[src/rtl/distributor_pkg.sv]
// Shared bridge definitions: packet word width, byte-channel code encodings
// (identical to the byte-to-word packer) and the serializer's internal types.
package distributor_pkg;

  localparam int PFW_SZ = 64;

  localparam logic [1:0] PCC_DATA   = 2'd0;
  localparam logic [1:0] PCC_SOP    = 2'd1;
  localparam logic [1:0] PCC_EOP    = 2'd2;
  localparam logic [1:0] PCC_BADEOP = 2'd3;

  typedef enum logic {
    S_IDLE = 1'b0,
    S_SEND = 1'b1
  } state_t;

  // One captured packet word: payload, framing and index of its final byte.
  typedef struct packed {
    logic [PFW_SZ-1:0] data;
    logic              sop;
    logic [1:0]        code;
    logic [2:0]        last;
  } pword_t;

  // Mid-packet words always carry 8 bytes; last words carry bcnt+1.
  function automatic logic [2:0] last_index(input logic [1:0] code, input logic [2:0] bcnt);
    return (code == PCC_DATA) ? 3'd7 : bcnt;
  endfunction

endpackage

[src/rtl/distributor_if.sv]
// Packet-word ingress (p_*) and byte egress (c_*) bundle for the distributor.
// Every channel is valid/ready: a transfer happens on the clock edge where
// srdy & drdy are both high, and the srdy side holds its payload until then.
interface distributor_if;
  import distributor_pkg::*;

  logic              p_srdy;
  logic              p_drdy;
  logic [PFW_SZ-1:0] p_data;
  logic              p_sop;
  logic [1:0]        p_code;
  logic [2:0]        p_bcnt;

  logic              c_srdy;
  logic              c_drdy;
  logic [7:0]        c_data;
  logic [1:0]        c_code;

  logic              err_framing;

  modport master (
    output p_srdy, p_data, p_sop, p_code, p_bcnt, c_drdy,
    input  p_drdy, c_srdy, c_data, c_code, err_framing
  );

  modport slave (
    input  p_srdy, p_data, p_sop, p_code, p_bcnt, c_drdy,
    output p_drdy, c_srdy, c_data, c_code, err_framing
  );

endinterface

[src/rtl/distributor_input.sv]
// Input register slice for the packet word: captures the word on a kept
// handshake so the serializer only ever works from registered state.
module distributor_input
  import distributor_pkg::*;
(
  input  logic   clk,
  input  logic   reset,
  input  logic   p_srdy,
  output logic   p_drdy,
  input  pword_t p_word,
  input  logic   room,
  input  logic   keep,
  output logic   load,
  output pword_t word_q
);

  assign p_drdy = room;
  // A handshake always completes; keep=0 swallows the word without capture.
  assign load   = p_srdy & room & keep;

  always_ff @(posedge clk) begin
    if (reset) begin
      word_q <= '0;
    end else if (load) begin
      word_q <= p_word;
    end
  end

endmodule

[src/rtl/distributor.sv]
// Serializes 64-bit packet words into the 8-bit + code byte channel, MSB first.
// Define DISTRIBUTOR_FRAMING_CHK_EN to drop orphan words and flag err_framing.
module distributor
  import distributor_pkg::*;
(
  input  logic          clk,
  input  logic          reset,
  distributor_if.slave  bus,
  output state_t        dbg_state
);

  state_t     state;
  state_t     state_nxt;
  logic [2:0] idx;
  pword_t     p_word;
  pword_t     word_q;
  logic       busy;
  logic       at_last;
  logic       room;
  logic       keep;
  logic       load;
  logic       p_xfer;
  logic       c_xfer;
  logic [5:0] bit_lo;

  assign busy    = (state == S_SEND);
  assign at_last = (idx == word_q.last);
  // Ready again during the final byte handshake, so words stream back to back.
  assign room    = ~busy | (bus.c_drdy & at_last);
  assign p_xfer  = bus.p_srdy & room;
  assign c_xfer  = busy & bus.c_drdy;
  assign p_word  = {bus.p_data, bus.p_sop, bus.p_code, last_index(bus.p_code, bus.p_bcnt)};

  distributor_input u_input (
    .clk    (clk),
    .reset  (reset),
    .p_srdy (bus.p_srdy),
    .p_drdy (bus.p_drdy),
    .p_word (p_word),
    .room   (room),
    .keep   (keep),
    .load   (load),
    .word_q (word_q)
  );

`ifdef DISTRIBUTOR_FRAMING_CHK_EN
  logic in_pkt;
  logic err_q;

  // A word without sop outside a packet is an orphan and is never captured.
  assign keep = bus.p_sop | in_pkt;

  always_ff @(posedge clk) begin
    if (reset) begin
      in_pkt <= 1'b0;
      err_q  <= 1'b0;
    end else begin
      err_q <= p_xfer & ((~bus.p_sop & ~in_pkt) | (bus.p_sop & in_pkt));
      if (load) begin
        if (bus.p_code != PCC_DATA) begin
          in_pkt <= 1'b0;
        end else if (bus.p_sop) begin
          in_pkt <= 1'b1;
        end
      end
    end
  end

  assign bus.err_framing = err_q;
`else
  assign keep            = 1'b1;
  assign bus.err_framing = 1'b0;
`endif

  always_ff @(posedge clk) begin
    if (reset) begin
      state <= S_IDLE;
      idx   <= 3'd0;
    end else begin
      state <= state_nxt;
      if (load) begin
        idx <= 3'd0;
      end else if (c_xfer && !at_last) begin
        idx <= idx + 3'd1;
      end
    end
  end

  always_comb begin
    state_nxt = state;
    case (state)
      S_IDLE: begin
        if (load) state_nxt = S_SEND;
      end
      S_SEND: begin
        if (load) begin
          state_nxt = S_SEND;
        end else if (c_xfer && at_last) begin
          state_nxt = S_IDLE;
        end
      end
      default: state_nxt = S_IDLE;
    endcase
  end

  always_comb begin
    bit_lo     = {3'd7 - idx, 3'b000};
    bus.c_srdy = busy;
    bus.c_data = word_q.data[bit_lo +: 8];
    // End-of-packet marking outranks SOP on a one-byte packet.
    if (at_last && (word_q.code != PCC_DATA)) begin
      bus.c_code = word_q.code;
    end else if ((idx == 3'd0) && word_q.sop) begin
      bus.c_code = PCC_SOP;
    end else begin
      bus.c_code = PCC_DATA;
    end
  end

  assign dbg_state = state;

endmodule

[src/flat_wrapper.sv]
// flat-port wrapper written by rule: the top's interface ports become plain ports
module distributor_flat import distributor_pkg::*;
  (clk, reset, dbg_state, bus_p_srdy, bus_p_data, bus_p_sop, bus_p_code, bus_p_bcnt, bus_c_drdy, bus_p_drdy, bus_c_srdy, bus_c_data, bus_c_code, bus_err_framing);
  distributor_if bus_i ();
  input  logic clk;
  input  logic reset;
  output state_t dbg_state;
  input wire logic [$bits(bus_i.p_srdy)-1:0] bus_p_srdy;
  input wire logic [$bits(bus_i.p_data)-1:0] bus_p_data;
  input wire logic [$bits(bus_i.p_sop)-1:0] bus_p_sop;
  input wire logic [$bits(bus_i.p_code)-1:0] bus_p_code;
  input wire logic [$bits(bus_i.p_bcnt)-1:0] bus_p_bcnt;
  input wire logic [$bits(bus_i.c_drdy)-1:0] bus_c_drdy;
  output wire logic [$bits(bus_i.p_drdy)-1:0] bus_p_drdy;
  output wire logic [$bits(bus_i.c_srdy)-1:0] bus_c_srdy;
  output wire logic [$bits(bus_i.c_data)-1:0] bus_c_data;
  output wire logic [$bits(bus_i.c_code)-1:0] bus_c_code;
  output wire logic [$bits(bus_i.err_framing)-1:0] bus_err_framing;
  assign bus_i.p_srdy = bus_p_srdy;
  assign bus_i.p_data = bus_p_data;
  assign bus_i.p_sop = bus_p_sop;
  assign bus_i.p_code = bus_p_code;
  assign bus_i.p_bcnt = bus_p_bcnt;
  assign bus_i.c_drdy = bus_c_drdy;
  assign bus_p_drdy = bus_i.p_drdy;
  assign bus_c_srdy = bus_i.c_srdy;
  assign bus_c_data = bus_i.c_data;
  assign bus_c_code = bus_i.c_code;
  assign bus_err_framing = bus_i.err_framing;
  distributor u_core (.clk(clk), .reset(reset), .bus(bus_i), .dbg_state(dbg_state));
endmodule
[config.mk]
export PLATFORM = sky130hd
export DESIGN_NAME = distributor_flat
export DESIGN_NICKNAME = d
export VERILOG_FILES = /design/src/rtl/distributor_pkg.sv /design/src/rtl/distributor_if.sv /design/src/rtl/distributor_input.sv /design/src/rtl/distributor.sv /design/src/flat_wrapper.sv
export SDC_FILE = /design/constraint.sdc
export NUM_CORES = 1
export LEC_CHECK = 0
export CAP_MARGIN = 0
export CORE_ASPECT_RATIO = 1.4
export CORE_MARGIN = 1
export CORE_UTILIZATION = 53
export CTS_BUF_LIST = sky130_fd_sc_hd__clkbuf_8
export DETAILED_ROUTE_END_ITERATION = 8
export PLACE_DENSITY = 0.83
export SYNTH_ARGS = -nofsm -noshare
export SYNTH_HDL_FRONTEND = slang
export SYNTH_SLANG_ARGS = --single-unit
export TNS_END_PERCENT = 50
[constraint.sdc]
create_clock -name clk -period 2 [get_ports clk]
set_input_delay 0.2 -clock clk [delete_from_list [all_inputs] [get_ports clk]]
set_output_delay 0.2 -clock clk [all_outputs]
set_load 0.02 [all_outputs]
Word-level counts from Yosys, hierarchy flattened

Cells that the tools add are included.
W data, S select, Z words.

$add $sub $neg: 2
$mul: 0
Divide/modulo/power cells: 0
Order comparisons: 0
Equal/unequal tests: 1
Shift-type cells: 1
Muxes and demuxes: 7
Bitwise logic cells: 5
Reduce and logical (&&, ||, !) cells: 9

Operators with widths:

| cell                  | number |
|---|---|
| $shiftx A64 B7 Y8     | 1 |
| $logic_and A1 B1 Y1   | 4 |
| $mux W1               | 4 |
| $add A3 B1 Y3 const B | 1 |
| $and A1 B1 Y1         | 3 |
| $eq A3 B3 Y1          | 1 |
| $logic_not A3 Y1      | 1 |
| $mux W3               | 1 |
| $sub A3 B3 Y3 const A | 1 |
| $logic_not A2 Y1      | 1 |
| $mux W2               | 1 |
| $pmux W1 S2           | 1 |
| $reduce_bool A2 Y1    | 1 |
| $reduce_or A2 Y1      | 1 |
| $logic_not A1 Y1      | 1 |
| $not A1 Y1            | 1 |
| $or A1 B1 Y1          | 1 |

Flip-flop bits (word level): 74
Bits in latches: 0
Bits in writable memories: 0
Bits in read-only memories: 0
Input bits: 74
Output and inout port bits: 14
Word-level logic and storage cells: 31
Memories kept: 0

Longest topological paths before layout

Word-level depth: 6
Mapped depth: 7
Gate-level depth less buffers: 5

By module

From an unflattened synthesis, not the netlist that was laid out.

Cells, all modules: 384
Area, all modules: 4047.6 sq um

Modules (own cells, without submodules):

| module            | instances | cells an instance | area each (sq um) | sequential area each (sq um) |
|---|---|---|---|---|
| distributor_input | 1         | 305               | 3189.3            | 1401.3 |
| distributor       | 1         | 79                | 858.3             | 80.1 |

Worst setup path before layout

Ideal clock, no wire load.

Kind: register -> output
Start point: register u_core.idx[0]
End point: output port bus_c_data[1]
Arrival: 1595 ps
Required time: 1800 ps
Slack: 205 ps
Stages on the path, launching flop included: 5
Buffers on the path: 2
Cells stage by stage: dfxtp_1 > buf_4 > buf_6 > mux4_2 > mux2_2

Cells in the longest elaborated chain, start to end: 2

Ends and longest elaborated chain:

| item                   | RTL line           | source |
|---|---|---|
| from (decl)            | distributor.sv:14  | `logic [2:0] idx;` |
| from (signal assigned) | distributor.sv:84  | `idx <= idx + 3'd1;` |
| $sub A3 B3 Y3          | distributor.sv:107 | `bit_lo = {3'd7 - idx, 3'b000};` |
| $shiftx A64 B7 Y8      | distributor.sv:109 | `bus.c_data = word_q.data[bit_lo +: 8];` |
| to (decl)              | flat_wrapper.sv:16 | `output wire logic [$bits(bus_i.c_data)-1:0] bus_c_data;` |

Every way passes these cells.

Final worst setup path

Start point: register u_core.idx[0]
End point: output port bus_c_data[4]

Same word-level chain as after synthesis.

==> key figures <==
Setup path
  • CP Launch Type: register
  • Max incr delay on CP: 0.49 ns
  • CP Capture Type: output port
  • Crit-path cells: clkbuf_16, mux4_2, mux2_4, buf_6
  • CP Max Fanout: 5
  • Required @ worst endpoint: 1.80 ns
  • Crit path DAT: 1.81 ns
  • Slowest cell on crit path: mux4_2
  • WS Path Type: register to output port

STA
  • Count of final setup violators: 3
  • Fmax: 498 MHz
  • Worst slew pin tran: 0.577 ns
  • RSZ-0062 raised after global routing: true
  • Final WS setup: -0.00888 ns
  • Final Max Slew Viols: 0
  • Worst hold slack: 0.420 ns
  • Worst slew margin: 61.1%
  • Post-Route Skew: 0.00771 ns
  • TNS Setup: -0.0102 ns
  • Tcrit/Tclk final: 100%
  • Post-layout minimum cycle time: 2.01 ns
  • Count of final hold-check violations: 0

Place
  • HPWL Detailed: 6.19 mm
  • DP Worst Slack: -0.117 ns
  • Placed Cells: 543
  • Global placement routability congestion: 0.838
  • IO Port Bufs: 86
  • Placed Area: 4960 sq um

Cells and area
  • Most common cell after layout, fill and taps aside: nand2b_1
  • Fin cells: 560
  • Most frequent cells in the layout: nand2b_1 (138), clkdlybuf4s50_1 (74), dfxtp_1 (73)
  • Final net count: 534
  • Share of layout cells above drive strength 1: 15.8%
  • Final Cell Area: 5270 sq um
  • Antenna Cells: 0
  • Syn-to-layout area delta: 31.2%
  • Fin util: 71.6%

Global routing
  • Vias in the first global route: 3038
  • GRT overflow: 0
  • Largest net degree at the start of global routing: 145
  • First-pass GRT wire length: 13.9 mm
  • Initial antenna violation count: 0
  • Tot GR Track Use: 23.9%

Logic synthesis
  • Cells after Synth: 380
  • Syn avg cell area: 10.6 sq um
  • Post-synth EDFFs: 0
  • FFs w/ async S/R, synth: 0%
  • Flops & latches, synth: 74
  • Mapped Nets: 456
  • Top FF cell, synth: dfxtp_1
  • Post-Syn Area: 4020 sq um
  • Post-synthesis sequential area ratio: 36.9%
  • YS warnings: 0
  • Yosys cell types: 31

Flow run
  • Maxcap violations: 0

Floorplanning
  • Cell row count: 37
  • # IOs: 88
  • Die width: 75.6 um
  • Die area: 7930 sq um
  • Die Span Y: 105 um
  • Core area: 7360 sq um
  • Initial Util: 54.6%

Route
  • Total wire length: 8.95 mm
  • Routed WL per cell: 16.0 um
  • Vias/cell: 5.25
  • First DRT Iteration DRCs: 89
  • DRC: 0
  • DRT Pass-1 Iters: 4
  • Routed Antenna Nets: 0
  • Vias: 2938

Pwr
  • Sw Ratio: 25.2%
  • Peak supply drop: 498 uV
  • Seq pwr share: 43.9%
  • Cell Pwr Density: 737 nW/um^2
  • Lkg Pwr: 2.07 nW
  • Internal Pwr Total: 2.91 mW
  • Power share of the clock group: 35.2%
  • Psw: 979 uW
  • Total power: 3.89 mW
  • Comb pwr share: 20.9%

Clock tree
  • Clock buffer depth: 2
  • CTS buffer count: 9
  • Root buffer cell: clkbuf_8
  • Worst-Skew Late Latency: 0.34 ns
  • Clock slew seen by the registers of the worst setup and hold paths: 0.07 ns
  • Sink Count: 74
  • Cts hold-fix bufs: 0
  • Post-CTS setup buffer count: 0
  • H-Tree Level Count: 3
  • CTS tree: done

Status
  • Failing checks: setup timing
  • Outcome: complete, but fails checks

Worst hold path
  • Min-delay worst type: primary input to register
## cells in the mapped netlist (3+ instances only)
library cell    n  share of area (%)
inv_1           3               0.28
mux2i_1        70                 17
buf_6           9                2.5
nand2b_1      138                 21
nor2_1          3               0.28
a311oi_2        3                1.1
dfxtp_1        74                 37
nand4_1         4               0.62
clkbuf_1       17                1.6
o21bai_1        3               0.56
buf_4           3               0.56
nand2_1         5               0.47
xnor2_2         3                1.2
mux4_2         16                9.0
mux2_2          8                2.2
## per-layer routing
layer	global-route usage (%)	part of all wire [%]	wire (um)
met1	24.8	38	3400
met2	45.5	57	5100
met3	4.73	2.9	263
met4	7.41	2.1	184
met5	0	0	0
## worst paths after layout
path | startpoint | endpoint | slack (ns) | cells past startpoint
worst max-delay path | u_core.idx[0] | bus_c_data[4] | -0.009 | 4
worst min-delay path | bus_p_data[11] | u_core.u_input.word_q[17] | 0.42 | 3
worst max register to register | u_core.idx[0] | u_core.u_input.word_q[14] | 0.08 | 7
worst min register to register | u_core.u_input.word_q[7] | u_core.u_input.word_q[7] | 0.48 | 2
## power groups by stage
stage | combinational [mW] | sequential [mW] | clock, mW
after floorplan | 0.521 | 1.69 | 0
after CTS | 0.788 | 1.71 | 1.38
after global routing | 0.873 | 1.72 | 1.46
final | 0.810 | 1.71 | 1.37
after detailed placement | 0.793 | 1.74 | 0
after global placement | 0.777 | 1.74 | 0
## critical path, delay by kind of cell (launching register included)
kind / cells / cell delay [ns]
buffers and inverters: 2 / 0.29
DFF: 1 / 0.39
muxes: 2 / 0.78
## registers in the layout (all words and copies together) (netlist names)
signal	cells
u_core.u_input.word_q	70
u_core.idx	3
u_core.bus.c_srdy	1
## final cells by class
type | instances | area [sq um]
clock buffers | 9 | 124
clock inverters | 7 | 110
fillers | 537 | 2090
inverters | 5 | 18.8
multi-input cells | 270 | 2370
flip-flops and latches | 74 | 1490
well taps | 97 | 121
repair buffers | 98 | 1040
## logic make-up after synthesis
logic type,synth area share [%]
compound gates,3.40
xor+xnor,1.22
fa+ha+maj,0.623
buf+inv,5.39
flops,36.9
mux,28.7
other cells,0.0934
simple gates,23.7
## timing repair
action,4_1_cts,5_1_grt
resized for setup,46,25
cloned,0,1
setup endpoints to repair,11,11
pin swaps,0,0
Note: power is estimated with default switching activity, not from simulation.
